<file path="config.mk">
export PLATFORM = sky130hd
export DESIGN_NAME = uart_tx_sequencer
export DESIGN_NICKNAME = d
export VERILOG_FILES = /design/src/rtl/uart_pkg.sv /design/src/rtl/uart_baud_gen.sv /design/src/rtl/uart_tx_sequencer.sv
export SDC_FILE = /design/constraint.sdc
export NUM_CORES = 1
export LEC_CHECK = 0
export CAP_MARGIN = 10
export CORE_MARGIN = 2
export CORE_UTILIZATION = 54
export CTS_BUF_LIST = sky130_fd_sc_hd__clkbuf_16
export DETAILED_ROUTE_END_ITERATION = 7
export GPL_ROUTABILITY_DRIVEN = 0
export GPL_TIMING_DRIVEN = 0
export PLACE_DENSITY = 0.86
export SETUP_SLACK_MARGIN = 0.5
export SYNTH_ARGS = -nofsm -noshare
export SYNTH_HDL_FRONTEND = slang
export SYNTH_SLANG_ARGS = --single-unit
</file>
<file path="constraint.sdc">
create_clock -name clk -period 3.4 [get_ports clk]
set_clock_uncertainty 0.1 [all_clocks]
set_input_delay 1.02 -clock clk [delete_from_list [all_inputs] [get_ports clk]]
set_output_delay 1.02 -clock clk [all_outputs]
set_load 0.02 [all_outputs]
</file>
<file path="src/rtl/uart_pkg.sv">
// uart_pkg: shared UART frame constants, FSM states and frame builder
package uart_pkg;
  localparam int FRAME_BITS = 11;
  localparam logic START_BIT = 1'b0;
  localparam logic STOP_BIT = 1'b1;
  typedef enum logic [1:0] {IDLE, SHIFT, NEXT} state_t;
  // bit 0 goes out first: start, d0..d7, even parity, stop
  function automatic logic [FRAME_BITS-1:0] build_frame(input logic [7:0] b);
    return {STOP_BIT, ^b, b, START_BIT};
  endfunction
endpackage

</file>
<file path="src/rtl/uart_baud_gen.sv">
// uart_baud_gen: bit-period counter, ticks on the last cycle of each bit
module uart_baud_gen #(
  parameter int DIV_WIDTH = 16
) (
  input  logic                 clk,
  input  logic                 rst,
  input  logic                 clear,
  input  logic [DIV_WIDTH-1:0] div,
  output logic                 tick
);
  logic [DIV_WIDTH-1:0] count;
  assign tick = !clear && count == div;
  always_ff @(posedge clk)
    if (rst || clear || tick) count <= '0;
    else count <= count + 1'b1;
endmodule

</file>
<file path="src/rtl/uart_tx_sequencer.sv">
// uart_tx_sequencer: splits a packet into bytes and shifts each out as an 11-bit UART frame
module uart_tx_sequencer
  import uart_pkg::*;
#(
  parameter int PACKET_SIZE = 32,
  parameter int DIV_WIDTH = 16
) (
  input  logic                   clk,
  input  logic                   rst,
  input  logic [PACKET_SIZE-1:0] packet,
  input  logic                   packet_valid,
  output logic                   packet_ready,
  input  logic [DIV_WIDTH-1:0]   baud_div,
  input  logic                   abort,
  output logic                   tx,
  output logic                   busy,
  output logic                   frame_done,
  output logic                   packet_done
);
  localparam int NB = PACKET_SIZE / 8;
  localparam int IW = NB > 1 ? $clog2(NB) : 1;
  state_t state, state_n;
  logic [PACKET_SIZE-1:0] pkt;
  logic [DIV_WIDTH-1:0] div;
  logic [IW-1:0] byte_idx;
  logic [3:0] bit_cnt;
  logic [FRAME_BITS-1:0] frame;
  logic aborted, tick, accept, last, frame_end;
  assign accept = packet_valid && packet_ready;
  assign last = byte_idx == IW'(NB - 1);
  assign frame_end = tick && bit_cnt == 4'(FRAME_BITS - 1);
  assign frame = build_frame(pkt[8*byte_idx +: 8]);
  uart_baud_gen #(.DIV_WIDTH(DIV_WIDTH)) baud (
    .clk(clk),
    .rst(rst),
    .clear(state != SHIFT),
    .div(div),
    .tick(tick)
  );
  always_comb begin
    state_n = state;
    packet_ready = state == IDLE && !rst;
    busy = state != IDLE;
    tx = state == SHIFT ? frame[bit_cnt] : 1'b1;
    frame_done = state == NEXT;
    packet_done = state == NEXT && (last || aborted);
    state_n = state == IDLE  ? (accept ? SHIFT : IDLE) :
              state == SHIFT ? (frame_end ? NEXT : SHIFT) :
                               ((last || aborted) ? IDLE : SHIFT);
  end
  // abort is only honoured between frames, so the flag lives until IDLE is re-entered
  always_ff @(posedge clk) begin
    if (rst) begin
      state <= IDLE;
      pkt <= '0;
      div <= '0;
      byte_idx <= '0;
      bit_cnt <= '0;
      aborted <= 1'b0;
    end else begin
      state <= state_n;
      if (accept) begin
        pkt <= packet;
        div <= baud_div;
      end
      byte_idx <= state == IDLE ? '0 : (state == NEXT && state_n == SHIFT) ? byte_idx + 1'b1 : byte_idx;
      bit_cnt <= (state != SHIFT || frame_end) ? '0 : tick ? bit_cnt + 1'b1 : bit_cnt;
      aborted <= state != IDLE && state_n != IDLE && (aborted || abort);
    end
  end
endmodule

</file>
==> metrics.md, run 1 <==
| Metric | Value |
|---|---|
| Achievable Freq | 0.2881 GHz |
| IO Count | 57 |
| Worst min-delay path class | flip-flop to flip-flop |
| Initial Util | 56.63% |
| Pwr dens | 470.2 nW/um^2 |
| Worst-path clk slew | 0.06 ns |
| Status | finished with violations |
| Vias | 3351 |
| TritonCTS buffer count | 9 |
| Dpl cells | 567 |
| Core Area | 6459 sq um |
| Overflow after GRT | 0 |
| Pin count of the biggest net entering global routing | 13 |
| Tot GR Track Use | 26.39% |
| Final wirelength | 9.377 mm |
| CP max FO | 10 |
| Worst VDD drop | 0.0003032 V |
| Clock sinks | 73 |
| Leak | 1.626 nW |
| # rows | 29 |
| Max-slew violation count | 0 |
| R2R setup slack | 1.17 ns |
| H-tree levels | 3 |
| # hold bufs at CTS | 0 |
| Die height | 86.30 microns |
| Drt wl/cell | 16.00 microns |
| Final hold violation count | 0 |
| Mean Syn Cell Area | 8.407 sq um |
| DP Wirelength | 6.745 mm |
| Crit-path max cell delay | 0.35 ns |
| Syn_nets | 491 |
| Setup TNS | -0.07084 ns |
| DR vias/cell | 5.718 |
| Endpoint class of the critical path | primary output |
| Slowest CP cell | dfxtp_2 |
| Final setup fails | 1 |
| Util after Layout | 71.60% |
| Die W | 86.30 microns |
| Nets | 561 |
| Max-Cap Viols | 0 |
| Min cycle time layout | 3.471 ns |
| Synthesis Warnings | 0 |
| Number of iterations in the first detailed-routing pass | 6 |
| Drc violations | 0 |
| Root Driver | clkbuf_16 |
| First-pass GRT wire length | 15.30 mm |
| Mapped Cells | 435 |
| Die area | 7447 sq um |
| Seq/Total Area, Yosys | 39.96% |
| Mapped Area | 3657 sq um |
| Area grow syn2layout | 26.45% |
| CTS tree | built |
| CP Launch Type | flip-flop |
| Layout cell share with drive strength beyond 1 | 8.448% |
| Commonest non-fill, non-tap cell in the layout | dfxtp_1 |
| Most frequent cells in the layout | 72 x dfxtp_1, 62 x nand2_1, 52 x clkdlybuf4s50_1 |
| Initial antenna violation count | 0 |
| Fin cells | 586 |
| Vias in the first global route | 3318 |
| Worst slew pin tran | 0.6004 ns |
| Final worst-path cycle share | 102.1% |
| Worst path most repeated cell | buf_2 |
| Synth unique cells | 39 |
| Required time of the critical path | 2.28 ns |
| Clock Latency Late Sink | 0.34 ns |
| Post-DRT Antenna Nets | 0 |
| Antenna Cells | 0 |
| Worst-case clock buffer depth | 2 |
| RSZ-0062 raised after global routing | yes |
| Final WS setup | -0.07084 ns |
| Post-synthesis register bit count | 73 |
| CP cell instances | buf_8 > buf_2 > mux2i_1 > a22oi_1 > o211ai_1 > a41oi_1 > a311o_1 > buf_2 |
| Initial DRC count | 268 |
| Port Buffer Count | 55 |
| Slew headroom | 59.60% |
| CP arrival | 2.35 ns |
| Failing checks | setup timing |
| Crit Path Class | flip-flop to primary output |
| Tot Pwr | 2.174 mW |
sequential cells by signal, summed over array words and instances (netlist names):
signal	cells
state	2
pkt	32
div	16
byte_idx	2
aborted	1
bit_cnt	4
baud.count	16
worst max-delay path: cells and delay by family, from the launching register on:
family / cells / cell delay (ns)
buf+inv: 3 / 0.60
flops: 1 / 0.35
compound gates: 4 / 0.73
mux: 1 / 0.32
where the power goes:
| group | leakage (nW) | switching (mW) | internal [mW] | total [mW] |
|---|---|---|---|---|
| clock network | 0.144 | 0.358 | 0.560 | 0.919 |
| logic | 0.884 | 0.142 | 0.162 | 0.304 |
| registers | 0.598 | 0.0460 | 0.905 | 0.951 |
| total | 1.63 | 0.547 | 1.63 | 2.17 |
cell families after synthesis:
family | share of synthesized area [%]
multiplexers | 5.850
XOR/XNOR | 12.21
AO/OA/AOI/OAI | 11.26
adder cells (fa/ha/maj) | 1.369
buffers and inverters | 3.592
flip-flops | 39.96
AND/OR/NAND/NOR | 25.76
cell usage after synthesis:
cell type	instances	share of area (%)
a211oi_1	1	0.21
a21oi_1	7	0.96
a22oi_1	2	0.41
a2bb2oi_1	1	0.24
a311o_1	1	0.27
a31oi_1	1	0.17
a32oi_1	1	0.24
a41oi_1	1	0.24
and2_1	2	0.34
and3_1	1	0.17
and3b_1	1	0.24
and4_1	1	0.24
buf_2	9	1.2
buf_6	1	0.31
clkbuf_1	16	1.6
dfxtp_1	73	40
ha_1	4	1.4
inv_1	4	0.41
mux2_2	3	0.92
mux2i_1	9	2.5
mux4_2	4	2.5
nand2_1	62	6.4
nand2b_1	51	8.7
nand3_1	11	1.5
nand4_1	8	1.4
nand4bb_1	1	0.31
nor2_1	29	3.0
nor2b_1	6	1.0
nor3_1	6	0.82
nor3b_1	2	0.41
nor4_1	4	0.68
o211ai_1	3	0.62
o21ai_0	51	7.0
o21bai_2	1	0.31
o31ai_1	3	0.62
or2_2	1	0.17
or4_1	2	0.41
xnor2_1	35	8.4
xor2_1	16	3.8
path summary, 6_finish.rpt:
path                    start       to  cells after the start
setup reg to reg     state[1]   div[1]                      8
setup / recovery  byte_idx[0]       tx                      8
hold reg to reg       div[11]  div[11]                      2
hold / removal        div[11]  div[11]                      2
per-layer routing:
metal	share of wire, %	up-vias	GRT usage, %
met3	7.3	33	6.286
met5	0	-	0
met4	2.8	0	11.22
li1	-	1601	-
met1	42	1570	32.40
met2	48	147	44.40
per-stage QoR:
| stage | setup slack (ns) | hold WS (ns) | cell area, sq um |
|---|---|---|---|
| 2_1_floorplan | 0.4945 | 0.3460 | 3659 |
| 3_3_place_gp | -0.08567 | 0.3594 | 4305 |
| 3_5_place_dp | -0.1515 | 0.3821 | 4305 |
| 4_1_cts | -0.01441 | 0.3942 | 4621 |
| 5_1_grt | -0.1320 | 0.4127 | 4624 |
| 6_report | -0.07084 | 0.3896 | 4624 |
area by class of cell:
class | count | area [sq um]
Timing Repair Buffer | 59 | 573.1
Clock inverter | 6 | 60.06
Fill cell | 468 | 1834
Inverter | 4 | 15.01
Sequential cell | 73 | 1463
Tap cell | 77 | 96.34
Clock buffer | 9 | 225.2
Buffer | 26 | 122.6
Multi-Input combinational cell | 332 | 2069
timing repair:
action                                  4_1_cts  5_1_grt
setup buffers                                 4        0
endpoints found under the setup margin        2        3
gates resized for setup                       8        5
No activity file was read; power rests on OpenSTA's default activity.
==> inputs of run 2 (changes only) <==
--- a/config.mk
+++ b/config.mk
@@ -7,13 +7,14 @@
 export LEC_CHECK = 0
 export CAP_MARGIN = 10
 export CORE_MARGIN = 2
-export CORE_UTILIZATION = 54
+export CORE_UTILIZATION = 30
 export CTS_BUF_LIST = sky130_fd_sc_hd__clkbuf_16
 export DETAILED_ROUTE_END_ITERATION = 7
 export GPL_ROUTABILITY_DRIVEN = 0
 export GPL_TIMING_DRIVEN = 0
-export PLACE_DENSITY = 0.86
+export PLACE_DENSITY = 0.56
 export SETUP_SLACK_MARGIN = 0.5
+export SKIP_CTS_REPAIR_TIMING = 1
 export SYNTH_ARGS = -nofsm -noshare
 export SYNTH_HDL_FRONTEND = slang
 export SYNTH_SLANG_ARGS = --single-unit
==> metrics.md, run 2 (synthesized netlist as in run 1, its figures left out) <==
| Metric | Value |
|---|---|
| Overflow after GRT | 0 |
| Clock sinks | 73 |
| Worst r2r path cells | 8 |
| Reg with most FFs | pkt |
| CP max FO | 7 |
| Final setup fails | 1 |
| Layout fillers | 1188 |
| Area grow syn2layout | 28.98% |
| Crit Path Class | flip-flop to primary output |
| Max-Cap Viols | 0 |
| # rows | 40 |
| Placed Area | 4393 sq um |
| Initial antenna violation count | 0 |
| Tot GR Track Use | 14.56% |
| Hold path start | pkt[23] |
| Core Area | 11960 sq um |
| Drt wl/cell | 14.01 microns |
| Gate power share | 14.0% |
| Commonest non-fill, non-tap cell in the layout | dfxtp_1 |
| Final wirelength | 9.190 mm |
| Min cycle time layout | 3.483 ns |
| Failing checks | setup timing |
| Worst slew pin tran | 0.5847 ns |
| Worst min-delay path class | flip-flop to flip-flop |
| Slowest CP cell | mux4_2 |
| Status | finished with violations |
| CP arrival | 2.36 ns |
| Initial Util | 30.58% |
| Nets | 560 |
| Worst VDD drop | 0.0002505 V |
| Initial DRC count | 142 |
| Endpoint class of the critical path | primary output |
| Net Sw Frac | 24.49% |
| TritonCTS buffer count | 9 |
| Vias | 3085 |
| Worst path most repeated cell | xnor2_1 |
| Crit Reg-Reg Endpoint | pkt[3] |
| Crit-path max cell delay | 0.55 ns |
| Clock Latency Late Sink | 0.33 ns |
| Max-slew violation count | 0 |
| Clock network fraction of total power | 41.8% |
| CP Buf/Inv Count | 2 |
| Die height | 114.4 microns |
| Dpl cells | 637 |
| Worst-case clock buffer depth | 2 |
| Largest regs | pkt: 32 flops, baud.count: 16 flops, div: 16 flops |
| Number of iterations in the first detailed-routing pass | 4 |
| Fin cells | 656 |
| Flip-flop count of the largest register after layout | 32 |
| DP Wirelength | 6.853 mm |
| Final worst-path cycle share | 102.5% |
| CP Depth | 7 |
| Root Driver | clkbuf_16 |
| Die area | 13090 sq um |
| Layout cell share with drive strength beyond 1 | 8.251% |
| Sequential Power Share | 44.2% |
| CP cell instances | buf_8 > mux4_2 > xor2_2 > xnor2_1 > xnor2_1 > a311o_1 > buf_2 |
| First-pass GRT wire length | 14.88 mm |
| R2R setup slack | 1.21 ns |
| IO Count | 57 |
| Final WS setup | -0.08349 ns |
| Port Buffer Count | 55 |
| Final hold violation count | 0 |
| Worst-path clk slew | 0.06 ns |
| CP startpoint | byte_idx[0] |
| Pin count of the biggest net entering global routing | 12 |
| CTS tree | built |
| Reg2reg start | state[1] |
| H-tree levels | 3 |
| Antenna Cells | 0 |
| Leak | 1.639 nW |
| Area occupied by registers | 1463 sq um |
| Most frequent cells in the layout | 72 x dfxtp_1, 62 x nand2_1, 52 x clkdlybuf4s50_1 |
| CP Launch Type | flip-flop |
| Worst path top cell family by delay | multiplexers |
| Tot Pwr | 2.148 mW |
| Multi-input gate area | 2079 sq um |
| Vias in the first global route | 3019 |
| Setup TNS | -0.08349 ns |
| RSZ-0062 raised after global routing | yes |
| Slew headroom | 60.66% |
| Cell area after layout | 4717 sq um |
| Post-DRT Antenna Nets | 0 |
| Worst setup endpoint | tx |
| Die W | 114.4 microns |
| Pre-CTS WS | -0.1595 ns |
| Pwr dens | 455.4 nW/um^2 |
| Pint | 1.622 mW |
| NetSw | 526.2 uW |
| DR vias/cell | 4.703 |
| Required time of the critical path | 2.28 ns |
| Achievable Freq | 0.2871 GHz |
| Drc violations | 0 |
-- run 2: metrics by stage --
step,utilization [%],hold WS (ns)
floorplan,-,0.3460
global placement,36.73,0.3632
finish,39.44,0.3717
CTS,39.07,0.3725
detailed placement,36.73,0.3610
global route,39.44,0.3998
-- run 2: worst reg2reg max path, cell delays in order, from the launching register on --
cell and delay, ns:
dfxtp_1 0.33, or2_2 0.31, nor2_2 0.12, and2_1 0.17, clkbuf_1 0.28, buf_2 0.33, buf_2 0.30, nand2_1 0.09
o21ai_0 0.08
-- run 2: final cells by class --
cell class | instances | area share [%]
Buffer | 26 | 2.599
Tap cell | 147 | 3.899
Timing Repair Buffer | 58 | 12.15
Sequential cell | 73 | 31.01
Inverter | 4 | 0.3183
Clock inverter | 7 | 1.167
Multi-Input combinational cell | 332 | 44.08
Clock buffer | 9 | 4.775
-- run 2: worst min-delay path by stage --
stage	to	slack [ns]	depth (start not counted)
6_report	pkt[23]	0.37	2
4_1_cts	pkt[23]	0.37	2
3_3_place_gp	pkt[23]	0.36	2
3_5_place_dp	pkt[23]	0.36	2
2_1_floorplan	pkt[17]	0.35	2
5_1_grt	pkt[23]	0.40	2
-- run 2: per-layer routing --
metal  share of wire, %  GRT usage (%)  vias to the layer above
met2                 45          22.56                       50
li1                   -              -                     1603
met1                 51          20.30                     1427
met5                  0              0                        -
met4               0.85          4.390                        0
met3                3.4          3.123                        5
-- run 2: power groups by stage --
stage / Combinational, mW / Clock (mW) / Sequential (mW)
after floorplan: 0.184 / 0 / 0.953
after global placement: 0.294 / 0 / 0.967
after detailed placement: 0.296 / 0 / 0.967
after CTS: 0.300 / 0.913 / 0.950
after global routing: 0.332 / 0.952 / 0.956
final: 0.301 / 0.898 / 0.949
==> inputs of run 3 (changes only) <==
--- a/config.mk
+++ b/config.mk
@@ -12,6 +12,7 @@
 export DETAILED_ROUTE_END_ITERATION = 7
 export GPL_ROUTABILITY_DRIVEN = 0
 export GPL_TIMING_DRIVEN = 0
+export MAX_ROUTING_LAYER = met4
 export PLACE_DENSITY = 0.56
 export SETUP_SLACK_MARGIN = 0.5
 export SKIP_CTS_REPAIR_TIMING = 1
==> metrics.md, run 3 (synthesized netlist as in run 1, its figures left out) <==
| Metric | Value |
|---|---|
| Status | finished with violations |
| Failing checks | setup timing |
| Die height | 114.4 microns |
| CP arrival | 2.36 ns |
| Clock network fraction of total power | 41.8% |
| Die area | 13090 sq um |
| Initial Util | 30.58% |
| Initial antenna violation count | 0 |
| Slowest CP cell | mux4_2 |
| Final setup fails | 1 |
| Cell area after layout | 4717 sq um |
| Worst slew pin tran | 0.5834 ns |
| First-pass GRT wire length | 14.90 mm |
| CP cell instances | buf_8 > mux4_2 > xor2_2 > xnor2_1 > xnor2_1 > a311o_1 > buf_2 |
| Min cycle time layout | 3.484 ns |
| Vias in the first global route | 3020 |
| Flip-flop count of the largest register after layout | 32 |
| # rows | 40 |
| Post-DRT Antenna Nets | 0 |
| Crit-path max cell delay | 0.55 ns |
| Area grow syn2layout | 28.98% |
| IO Count | 57 |
| Vias | 3091 |
| Core Area | 11960 sq um |
| Worst r2r path cells | 8 |
| Clock sinks | 73 |
| NetSw | 527.5 uW |
| Hold Path Stages | 2 |
| Crit Path Class | flip-flop to primary output |
| Initial DRC count | 136 |
| Worst path top cell family by delay | multiplexers |
| Root Driver | clkbuf_16 |
| Final WS setup | -0.08410 ns |
| Antenna Cells | 0 |
| Commonest non-fill, non-tap cell in the layout | dfxtp_1 |
| Drt wl/cell | 14.01 microns |
| Max-Cap Viols | 0 |
| CTS tree | built |
| Gate power share | 14.0% |
| CP Depth | 7 |
| H-tree levels | 3 |
| Required time of the critical path | 2.28 ns |
| Util after Layout | 39.44% |
| Largest regs | pkt: 32 flops, baud.count: 16 flops, div: 16 flops |
| Worst VDD drop | 0.0002504 V |
| Worst path most repeated cell | xnor2_1 |
| Placed Area | 4393 sq um |
| Worst-path clk slew | 0.06 ns |
| Net Sw Frac | 24.54% |
| CP max FO | 7 |
| Overflow after GRT | 0 |
| DR vias/cell | 4.712 |
| Nets | 560 |
| Worst-case clock buffer depth | 2 |
| Tot GR Track Use | 14.98% |
| Final hold violation count | 0 |
| CP Launch Type | flip-flop |
| Pint | 1.622 mW |
| Layout cell share with drive strength beyond 1 | 8.251% |
| Pwr dens | 455.7 nW/um^2 |
| Max-slew violation count | 0 |
| Die W | 114.4 microns |
| Final wirelength | 9.193 mm |
| TritonCTS buffer count | 9 |
| Achievable Freq | 0.2870 GHz |
| Leak | 1.639 nW |
| CP Buf/Inv Count | 2 |
| Slew headroom | 60.75% |
| Worst min-delay path class | flip-flop to flip-flop |
| Number of iterations in the first detailed-routing pass | 4 |
| Pin count of the biggest net entering global routing | 12 |
| Final worst-path cycle share | 102.5% |
| Port Buffer Count | 55 |
| RSZ-0062 raised after global routing | yes |
| DP Wirelength | 6.853 mm |
| Reg with most FFs | pkt |
| Endpoint class of the critical path | primary output |
| Sequential Power Share | 44.2% |
| Clock Latency Late Sink | 0.33 ns |
| Drc violations | 0 |
| Most frequent cells in the layout | 72 x dfxtp_1, 62 x nand2_1, 52 x clkdlybuf4s50_1 |
-- run 3: cell counts in the layout (fill, tap and decap cells not counted) --
Identical to the previous run, type by type.
-- run 3: area by class of cell --
type	count	area, sq um
Tap cell	147	183.9
Fill cell	1188	7244
Buffer	26	122.6
Clock inverter	7	55.05
Timing Repair Buffer	58	573.1
Inverter	4	15.01
Sequential cell	73	1463
Clock buffer	9	225.2
Multi-Input combinational cell	332	2079
-- run 3: per-layer routing --
| metal | global-route usage (%) | wire, microns |
|---|---|---|
| met1 | 20.37 | 4698 |
| met2 | 22.56 | 4101 |
| met3 | 2.859 | 315 |
| met4 | 4.634 | 78 |
| met5 | - | 0 |
-- run 3: path summary, 6_finish.rpt --
kind               startpoint       to  slack (ns)
hold / removal        pkt[23]  pkt[23]        0.37
setup reg to reg     state[1]   pkt[3]        1.21
setup / recovery  byte_idx[0]       tx       -0.08
hold reg to reg       pkt[23]  pkt[23]        0.37
-- run 3: worst register-to-register path: cells and delay by family (launching register included) --
family / cells / cell delay (ns)
and+or+nand+nor: 4 / 0.69
AOI/OAI and AO/OA: 1 / 0.08
buffers and inverters: 3 / 0.92
DFF: 1 / 0.33
-- run 3: through the flow --
step | setup slack [ns] | cells | hold slack (ns) | power (mW) | setup TNS (ns)
floorplan | 0.4945 | 435 | 0.3460 | 1.137 | 0
global placement | -0.1167 | 637 | 0.3632 | 1.260 | -0.1167
detailed placement | -0.1595 | 637 | 0.3610 | 1.264 | -0.1595
CTS | -0.5280 | 653 | 0.3725 | 2.162 | -0.5280
global route | -0.1705 | 656 | 0.3998 | 2.239 | -0.1705
finish | -0.08410 | 656 | 0.3716 | 2.150 | -0.08410
-- run 3: power by group through the flow --
stage	combinational, mW	sequential (mW)	clock (mW)
3_5_place_dp	0.296	0.967	0
2_1_floorplan	0.184	0.953	0
3_3_place_gp	0.294	0.967	0
5_1_grt	0.332	0.956	0.952
4_1_cts	0.300	0.950	0.913
6_report	0.301	0.949	0.899
